`src/rtl/mem_arbiter.sv`:
```
// Single-port RAM arbiter between instruction fetch and data access.
// Data requests win unless a fetch has been starved; a watchdog aborts hung accesses.
module mem_arbiter #(
  parameter int STARVE_LIMIT = 4,
  parameter int TIMEOUT      = 255
) (
  input  logic        CLK,
  input  logic        nRST,
  input  logic        iREN,
  input  logic [31:0] iaddr,
  output logic [31:0] iload,
  output logic        iwait,
  input  logic        dREN,
  input  logic        dWEN,
  input  logic [31:0] daddr,
  input  logic [31:0] dstore,
  output logic [31:0] dload,
  output logic        dwait,
  output logic        ramREN,
  output logic        ramWEN,
  output logic [31:0] ramaddr,
  output logic [31:0] ramstore,
  input  logic [31:0] ramload,
  input  logic        ram_ready,
  output logic        bus_err
);

  typedef enum logic [1:0] {IDLE, SERVE_I, SERVE_D} state_t;

  localparam logic [7:0]  STARVE_MAX = 8'(STARVE_LIMIT);
  localparam logic [7:0]  TMO_MAX    = 8'(TIMEOUT);
  localparam logic [31:0] ABORT_WORD = 32'hBAD1_BAD1;

  state_t      state_reg;
  logic [7:0]  starve_cnt_reg;
  logic [7:0]  tmo_cnt_reg;
  logic        bus_err_reg;
  logic [31:0] iload_reg;
  logic [31:0] dload_reg;

  logic d_req, d_read;
  logic serve_i, serve_d;
  logic tmo_hit;
  logic i_done, i_abort, d_done, d_abort;
  logic i_starved;

  assign d_req     = dREN | dWEN;
  assign d_read    = dREN & ~dWEN;
  assign i_starved = iREN && (starve_cnt_reg == STARVE_MAX);

  // Service is only live while the granted requester keeps its enables up.
  assign serve_i = (state_reg == SERVE_I) && iREN;
  assign serve_d = (state_reg == SERVE_D) && d_req;
  assign tmo_hit = (tmo_cnt_reg == TMO_MAX) && !ram_ready;

  assign i_done  = serve_i && ram_ready;
  assign i_abort = serve_i && tmo_hit;
  assign d_done  = serve_d && ram_ready;
  assign d_abort = serve_d && tmo_hit;

  assign ramREN   = serve_i | (serve_d & d_read);
  assign ramWEN   = serve_d & dWEN;
  assign ramaddr  = serve_i ? iaddr : (serve_d ? daddr : 32'h0);
  assign ramstore = serve_d ? dstore : 32'h0;

  assign iwait = iREN  & ~(i_done | i_abort);
  assign dwait = d_req & ~(d_done | d_abort);

  assign iload = i_done ? ramload :
                 (i_abort ? ABORT_WORD : iload_reg);
  assign dload = (d_done && d_read) ? ramload :
                 (d_abort ? ABORT_WORD : dload_reg);

  assign bus_err = bus_err_reg;

  always_ff @(posedge CLK or negedge nRST) begin
    if (!nRST) begin
      state_reg      <= IDLE;
      starve_cnt_reg <= 8'd0;
      tmo_cnt_reg    <= 8'd0;
      bus_err_reg    <= 1'b0;
      iload_reg      <= 32'h0;
      dload_reg      <= 32'h0;
    end else begin
      case (state_reg)
        IDLE: begin
          if (d_req && !i_starved) begin
            state_reg   <= SERVE_D;
            tmo_cnt_reg <= 8'd0;
            if (!iREN)
              starve_cnt_reg <= 8'd0;
            else if (starve_cnt_reg != STARVE_MAX)
              starve_cnt_reg <= starve_cnt_reg + 8'd1;
          end else if (iREN) begin
            state_reg      <= SERVE_I;
            tmo_cnt_reg    <= 8'd0;
            starve_cnt_reg <= 8'd0;
          end else begin
            starve_cnt_reg <= 8'd0;
          end
        end

        SERVE_I: begin
          if (!iREN || ram_ready || tmo_hit)
            state_reg <= IDLE;
          else
            tmo_cnt_reg <= tmo_cnt_reg + 8'd1;
          if (i_done)
            iload_reg <= ramload;
          if (i_abort)
            bus_err_reg <= 1'b1;
        end

        SERVE_D: begin
          if (!d_req || ram_ready || tmo_hit)
            state_reg <= IDLE;
          else
            tmo_cnt_reg <= tmo_cnt_reg + 8'd1;
          if (d_done && d_read)
            dload_reg <= ramload;
          if (d_abort)
            bus_err_reg <= 1'b1;
        end

        default: state_reg <= IDLE;
      endcase
    end
  end

endmodule

```
`config.mk`:
```
export PLATFORM = sky130hd
export DESIGN_NAME = mem_arbiter
export DESIGN_NICKNAME = d
export VERILOG_FILES = /design/src/rtl/mem_arbiter.sv
export SDC_FILE = /design/constraint.sdc
export NUM_CORES = 1
export LEC_CHECK = 0
export BUFFER_PORTS_ARGS = -buffer_cell sky130_fd_sc_hd__buf_2
export CAP_MARGIN = 10
export CORE_MARGIN = 10
export CORE_UTILIZATION = 35
export CTS_BUF_LIST = sky130_fd_sc_hd__clkbuf_4
export DETAILED_ROUTE_END_ITERATION = 8
export PLACE_DENSITY = 0.66
export RECOVER_POWER = 25
export SYNTH_ARGS = -nofsm -noshare
export SYNTH_HDL_FRONTEND = slang
export SYNTH_SLANG_ARGS = --single-unit
```
`constraint.sdc`:
```
create_clock -name CLK -period 8.62 [get_ports CLK]
set_input_delay 2.586 -clock CLK [delete_from_list [all_inputs] [get_ports CLK]]
set_output_delay 2.586 -clock CLK [all_outputs]
set_load 0.02 [all_outputs]
```
Word-level counts from Yosys, hierarchy flattened
Cells that the tools add are included.
{"block": "totals", "out_inout_bits": 133, "word_cells": 83, "regBits": 83, "input_bits": 134}
{"block": "classes", "n_addsub": 2, "muxes": 23, "reduce_logical": 27, "eq_ne": 13, "n_bitwise": 12}
{"operator": "two-way mux 32 bit", "count": 7}
{"operator": "two-way mux 8 bit", "count": 7}
{"operator": "one-hot mux 8 bit (3 select lines)", "count": 1}
{"operator": "adder 8 x 1 -> 8 bit, second input constant", "count": 2}
{"operator": "logical AND 1 bit", "count": 10}
{"operator": "equality test 8 x 3 -> 1 bit, second input constant", "count": 1}
{"operator": "equality test 8 bit, second input constant", "count": 1}
{"operator": "two-way mux 2 bit", "count": 4}
{"operator": "!= test 2 bit, second input constant", "count": 4}
{"operator": "!= test 8 x 3 -> 1 bit, second input constant", "count": 1}
{"operator": "one-hot mux 2 bit (3 select lines)", "count": 1}
{"operator": "AND reduction 2 bit", "count": 3}
{"operator": "AND reduction 3 bit", "count": 2}
{"operator": "AND 1 bit", "count": 5}
{"operator": "logical NOT 1 bit", "count": 4}
{"operator": "logical OR 1 bit", "count": 4}
{"operator": "!= test 2 x 1 -> 1 bit, second input constant", "count": 2}
{"operator": "bitwise OR 1 bit", "count": 4}
{"operator": "AND reduction 4 bit", "count": 1}
{"operator": "!= test 3 x 2 -> 1 bit, second input constant", "count": 1}
{"operator": "!= test 3 bit, second input constant", "count": 1}
{"operator": "NOT 1 bit", "count": 3}
{"operator": "nonzero test 3 bit", "count": 1}
{"operator": "equality test 2 x 1 -> 1 bit, second input constant", "count": 1}
{"operator": "5 further kinds", "count": 6}

Longest topological paths before layout
Gate-level depths: netlist (run 1).
{"block": "depth", "word_depth": 6, "mapped_depth": 8, "ltp_nobuf": 7}

Worst setup path after synthesis (run 1)
Ideal clock, no wire load.
{"block": "synth_timing", "kind": "in2out", "from": "in iREN", "to": "out iload[11]", "t_required_ns": 6.034, "stages": 7, "t_arrival_ns": 3.910, "path_buffers": 3, "setup_slack_ns": 2.124, "path_cell_list": "clkbuf_2 -> and2_1 -> buf_2 -> nand2_1 -> buf_2 -> mux2_2 -> nand2b_1"}
{"block": "synth_between", "elab_chain_cells": 4, "elab_cells_between_ends": 5, "classes_between": "2 x mux; 3 x reduce/logical"}
{"element": "from (decl)", "line": "9", "rtl": "input logic iREN,"}
{"element": "logical AND 1 bit *", "line": "52", "rtl": "assign serve_i = (state_reg == SERVE_I) && iREN;"}
{"element": "logical AND 1 bit", "line": "57", "rtl": "assign i_abort = serve_i && tmo_hit;"}
{"element": "two-way mux 32 bit", "line": "70", "rtl": "(i_abort ? ABORT_WORD : iload_reg);"}
{"element": "two-way mux 32 bit *", "line": "69", "rtl": "assign iload = i_done ? ramload :"}
{"element": "to (decl)", "line": "11", "rtl": "output logic [31:0] iload,"}
Mark *: on every way between the ends. The rest lies on a longest branch, timed or not.

Worst setup path in the final report (run 1)
{"block": "layout_timing", "from": "in ram_ready", "to": "out dload[9]"}
{"block": "layout_between", "elab_chain_cells": 5, "elab_cells_between_ends": 7, "classes_between": "2 x mux; 5 x reduce/logical"}
{"element": "from (decl)", "line": "24", "rtl": "input logic ram_ready,"}
{"element": "logical NOT 1 bit", "line": "54", "rtl": "assign tmo_hit = (tmo_cnt_reg == TMO_MAX) && !ram_ready;"}
{"element": "logical AND 1 bit", "line": "54"}
{"element": "logical AND 1 bit", "line": "59", "rtl": "assign d_abort = serve_d && tmo_hit;"}
{"element": "two-way mux 32 bit", "line": "72", "rtl": "(d_abort ? ABORT_WORD : dload_reg);"}
{"element": "two-way mux 32 bit *", "line": "71", "rtl": "assign dload = (d_done && d_read) ? ramload :"}
{"element": "to (decl)", "line": "17", "rtl": "output logic [31:0] dload,"}
Marks and branches as above.

==> run_results.csv, run 1 <==
group,metric,value,unit
floorplanning,ios,267,
power_and_ir_drop,vdd_drop_max,0.00009810,V
drt,drc,0,
drt,dr.pass1.iters,4,
placement,numPortBuffers,266,
placement,dpl.hpwl,12170,um
cts,cts_tree,"done",
drt,dr_wl_met3,1340,um
cts,root_buffer,"clkbuf_4",
placement,dpl_cell_area,6212,um^2
cts,cts_setup_buffers,0,
drt,dr.max_layer_used,"met4",
power_and_ir_drop,finalPower,0.002067,W
drt,first_iter_violations,231,
layout,final_cell_mix,"buf_2 (265), dfrtp_1 (83), nand2_1 (80)",
timing,finalClockSkew,18.21,ps
timing,worst_pin_slew,4338,ps
floorplanning,core,13300,um^2
floorplanning,die_y,136.7,um
timing,setup_viol,0,
run,maxCapViolCount,1,
critical_path,worstSetupPathType,"input pin to primary output",
critical_path,cp.arrival,4560,ps
layout,area_delta_synth_final,34.37,%
floorplanning,core.rowCount,42,
critical_path,crit_path_end,"dload[9]",
synth,netlist_instances,486,
critical_path,reg2regPathDepth,6,
layout,layout_commonest_cell,"buf_2",
placement,dp_cells,903,
cts,ctsResizeCount,0,
global_routing,grt_start_max_net_pins,84,
cts,cts_buffer_depth,2,
cts,clkTransAtPathRegs,150,ps
synth,synthFlopType,"dfrtp_1",
timing,maxSlewViolCount,84,
timing,rsz0062_at_grt,"false",
layout,drive_gt1_frac,0.4791,
drt,viasPerCell,4.788,
cts,numCtsBuffers,9,
placement,routabilityCongestion,0.8391,
layout,fin_cells,921,
synth,ys_types,40,
global_routing,grt_pass1_vias,4614,
synth,ys_ff_latch,83,
floorplanning,die_x,136.7,um
timing,fin_crit_sh,0.8294,
timing,finalCriticalPeriod,7149,ps
status,outcome,"finished with violations",
min_path,hold_path_depth,1,
synth,synthesis.area,4766,um^2
critical_path,r2r-end,"bus_err",
synth,ys.warnings.count,0,
global_routing,grt_antenna_before_repair,2,
drt,wl_met2,7834,um
timing,hold_viol,0,
timing,whs,501.4,ps
floorplanning,dieArea,18680,um^2
layout,finalInstanceArea,6404,um^2
cts,insertion_delay,450,ps
floorplanning,initial_core_util,0.3585,
synth,ys_seq_area_frac,0.4358,
cts,cts_hold_buffers,0,
cts,numClockSinks,83,
critical_path,cp-start-kind,"input pin",
global_routing,grt_remaining_overflow,0,
drt,ant_nets,0,
critical_path,endpoint_kind,"primary output",
critical_path,crit_fanout,32,
critical_path,reg2reg_slack,6150,ps
critical_path,r2r-start,"tmo_cnt_reg[0]",
critical_path,cp-startpoint,"ram_ready",
drt,vias,4410,
timing,slew_headroom,-1.892,
global_routing,grt_use_total,0.1608,
status,violations,"capacitance limit, slew limit",
critical_path,cp.required,6030,ps
power_and_ir_drop,power.density,322.8,nW/um^2
synth,syn_avg_cell_area,9.806,um^2
drt,wl_per_cell,16.72,um
synth,synth_edf_count,0,
min_path,min_path_type,"register to register",
synth,async_flop_share,1.000,
power_and_ir_drop,leakage,3.545,nW
cts,htree_num_levels,3,
drt,wl,15400,um
layout,final_nets,878,
synth,synth_fp_nets,626,
timing,maxClockFrequency,139.9,MHz
global_routing,grt_pass1_wl,24360,um
drt,wl_met1,5947,um
min_path,min_from,"bus_err",
timing,tns,0,ps
worst max-delay path, stage by stage:
cell and delay, ps:
buf_2 160, inv_2 70, or3_2 900, mux2_4 470, nand2b_1 140, buf_2 200
where the power goes:
part | internal [W] | switching, W
clock network | 0.000149 | 0.000144
logic | 0.000489 | 0.000685
registers | 0.000548 | 0.0000527
total | 0.00119 | 0.000881
area by class of cell:
type                            instances  area (um^2)
Clock buffer                            9        67.56
Timing Repair Buffer                  271         1368
Clock inverter                          7        122.6
Tap cell                              176        220.2
Sequential cell                        83         2077
Multi-Input combinational cell        361         2499
Antenna cell                            2        5.005
Fill cell                            1263         6892
Inverter                               12        45.04
worst min path at each step:
stage / end
after floorplan: dload_reg[11]
after global placement: bus_err
after detailed placement: bus_err
after CTS: bus_err
after global routing: dload_reg[8]
final: bus_err
cells by family (layout without fill, tap and decap cells):
group / count (synthesis) / in the layout / synth area share
DFF: 83 / 83 / 0.4358
AOI/OAI and AO/OA: 74 / 74 / 0.08952
adders and majority gates: 6 / 6 / 0.01575
muxes: 65 / 65 / 0.1769
xor gates and xnor gates: 2 / 2 / 0.003676
and+or+nand+nor: 214 / 214 / 0.2381
buffers and inverters: 42 / 299 / 0.04017
other: 0 / 2 / 0
synthesized netlist by cell type (3+ instances only):
| cell | number | area (um^2) |
|---|---|---|
| a21oi_1 | 4 | 20.02 |
| and2_1 | 64 | 400.4 |
| and3_1 | 5 | 31.28 |
| buf_2 | 8 | 40.04 |
| buf_6 | 3 | 33.78 |
| clkbuf_1 | 18 | 67.56 |
| dfrtp_1 | 83 | 2077 |
| ha_1 | 6 | 75.07 |
| inv_1 | 11 | 41.29 |
| mux2_2 | 34 | 382.9 |
| mux2_4 | 30 | 450.4 |
| nand2_1 | 80 | 300.3 |
| nand2b_1 | 39 | 244.0 |
| nand3_1 | 5 | 25.02 |
| nor2_1 | 6 | 22.52 |
| nor2b_1 | 4 | 25.02 |
| o21ai_0 | 51 | 255.2 |
| o22ai_1 | 3 | 18.77 |
| o31ai_1 | 6 | 45.04 |
| or3_1 | 3 | 18.77 |
per-stage QoR:
step / util / setup WS [ps]
global route: 0.4816 / 1384
finish: 0.4816 / 1471
floorplan: - / 2124
detailed placement: 0.4673 / 1438
global placement: 0.4673 / 1525
CTS: 0.4816 / 1430
metal layers:
metal | vias to the layer above | global-route usage
met5 | - | 0
met4 | 0 | 0.05680
met3 | 19 | 0.05499
met2 | 165 | 0.2663
met1 | 2103 | 0.1895
li1 | 2123 | -
Power figures use the tool's default switching activity.
==> run 2, diff against run 1 <==
- clock period: 8.62 -> 6.9 ns (I/O delays scaled with it)
==> run 2 against run 1 <==
The run still ends with capacitance limit, slew limit left. Sequential power increased by 25%. Critical path depth did not move. Clock skew decreased by 3.4 ps. Clock power is 4% higher. Power increased by 22%.
==> run_results.csv, run 2 (synthesized netlist as in run 1, its figures left out) <==
group,metric,value,unit
floorplanning,initial_core_util,0.3585,
timing,hold_viol,0,
drt,ant_nets,0,
floorplanning,core,13300,um^2
timing,finalClockSkew,14.82,ps
timing,finalCriticalPeriod,6083,ps
cts,insertion_delay,460,ps
critical_path,cp.arrival,4010,ps
drt,wl,15240,um
timing,tns,0,ps
cts,ctsResizeCount,0,
critical_path,crit_chain,"buf_2, inv_2, or3_2, mux2_4, nand2b_1, buf_2",
layout,layout_commonest_cell,"buf_2",
global_routing,grt_remaining_overflow,0,
critical_path,crit_slowest_cell,"or3_2",
run,maxCapViolCount,1,
timing,maxSlewViolCount,84,
critical_path,cp-start-kind,"input pin",
cts,cts_tree,"done",
cts,numClockSinks,83,
critical_path,endpoint_kind,"primary output",
timing,worst_pin_slew,4309,ps
power_and_ir_drop,leakage,3.535,nW
drt,vias,4313,
global_routing,grt_pass1_vias,4619,
floorplanning,dieArea,18680,um^2
timing,rsz0062_at_grt,"false",
cts,htree_num_levels,3,
timing,maxClockFrequency,164.4,MHz
status,outcome,"finished with violations",
global_routing,grt_pass1_wl,23980,um
floorplanning,die_y,136.7,um
layout,drive_gt1_frac,0.4798,
floorplanning,ios,267,
power_and_ir_drop,vdd_drop_max,0.0001360,V
drt,dr.pass1.iters,4,
critical_path,critical-path-max-stage-delay,900,ps
cts,cts_hold_buffers,0,
critical_path,critPathBufInv,3,
critical_path,cpMostUsedCell,"buf_2",
drt,first_iter_violations,203,
power_and_ir_drop,finalPower,0.002514,W
cts,clkTransAtPathRegs,150,ps
drt,wl_per_cell,16.55,um
critical_path,critPathTopFamily,"simple AND/OR/NAND/NOR gates",
drt,viasPerCell,4.683,
placement,routabilityCongestion,0.8517,
cts,cts_setup_buffers,0,
cts,root_buffer,"clkbuf_4",
cts,numCtsBuffers,9,
status,violations,"capacitance limit, slew limit",
drt,drc,0,
critical_path,worstSetupPathType,"input pin to primary output",
critical_path,crit_fanout,32,
layout,final_nets,879,
global_routing,grt_use_total,0.1583,
layout,final_cell_mix,"buf_2 (265), dfrtp_1 (83), nand2_1 (80)",
placement,numPortBuffers,266,
timing,fin_crit_sh,0.8815,
timing,setup_viol,0,
placement,dpl.hpwl,12180,um
global_routing,grt_start_max_net_pins,84,
cts,cts_buffer_depth,2,
min_path,min_path_type,"register to register",
floorplanning,die_x,136.7,um
timing,slew_headroom,-1.873,
layout,area_delta_synth_final,33.66,%
power_and_ir_drop,power.density,394.7,nW/um^2
floorplanning,core.rowCount,42,
global_routing,grt_antenna_before_repair,1,
critical_path,cp.required,4830,ps
## run 2: power by group
part	total [W]	internal [W]	switching, W
sequential	0.000750	0.000684	0.0000658
clock	0.000303	0.000116	0.000187
combinational	0.00146	0.000612	0.000849
## run 2: path summary, 6_finish.rpt
kind | startpoint | endpoint | slack (ps) | cells after the start
setup / recovery | ram_ready | dload[22] | 820 | 6
hold / removal | bus_err | bus_err | 490 | 1
setup reg to reg | state_reg[0] | dload_reg[21] | 4470 | 5
hold reg to reg | bus_err | bus_err | 490 | 1
max in group asynchronous | nRST | starve_cnt_reg[4] | 1400 | 1
min in group asynchronous | nRST | dload_reg[12] | 3130 | 1
## run 2: metrics by stage
stage / worst slack [ps] / instances / hold WS, ps / util / cell area, um^2
after floorplan: 1436 / 486 / 463.3 / - / 4766
after global placement: 831.0 / 904 / 443.3 / 0.4678 / 6220
after detailed placement: 819.2 / 904 / 462.6 / 0.4678 / 6220
after CTS: 808.6 / 920 / 499.0 / 0.4792 / 6371
after global routing: 397.5 / 921 / 516.2 / 0.4791 / 6370
final: 817.3 / 921 / 486.2 / 0.4791 / 6370
## run 2: worst register-to-register path, cell delays in order (launching register included)
cell and delay [ps]:
dfrtp_1 410, inv_1 100, ha_1 300, nand2_1 120
or3_2 870, mux2_4 510
## run 2: final cells by class
| type | count | area (um^2) |
|---|---|---|
| diodes | 1 | 2.502 |
| repair buffers | 272 | 1375 |
| multi-input cells | 361 | 2499 |
| fillers | 1257 | 6925 |
| flip-flops and latches | 83 | 2077 |
| clock inverters | 7 | 83.83 |
| inverters | 12 | 45.04 |
| clock buffers | 9 | 67.56 |
| well taps | 176 | 220.2 |
## run 2: layer usage
metal  vias up  global-route usage  wire (um)
met1      2011              0.1808       5990
li1       2126                   -          -
met5         -                   0          0
met2       156              0.2641       7636
met4         0             0.06213        259
met3        20             0.05718       1353
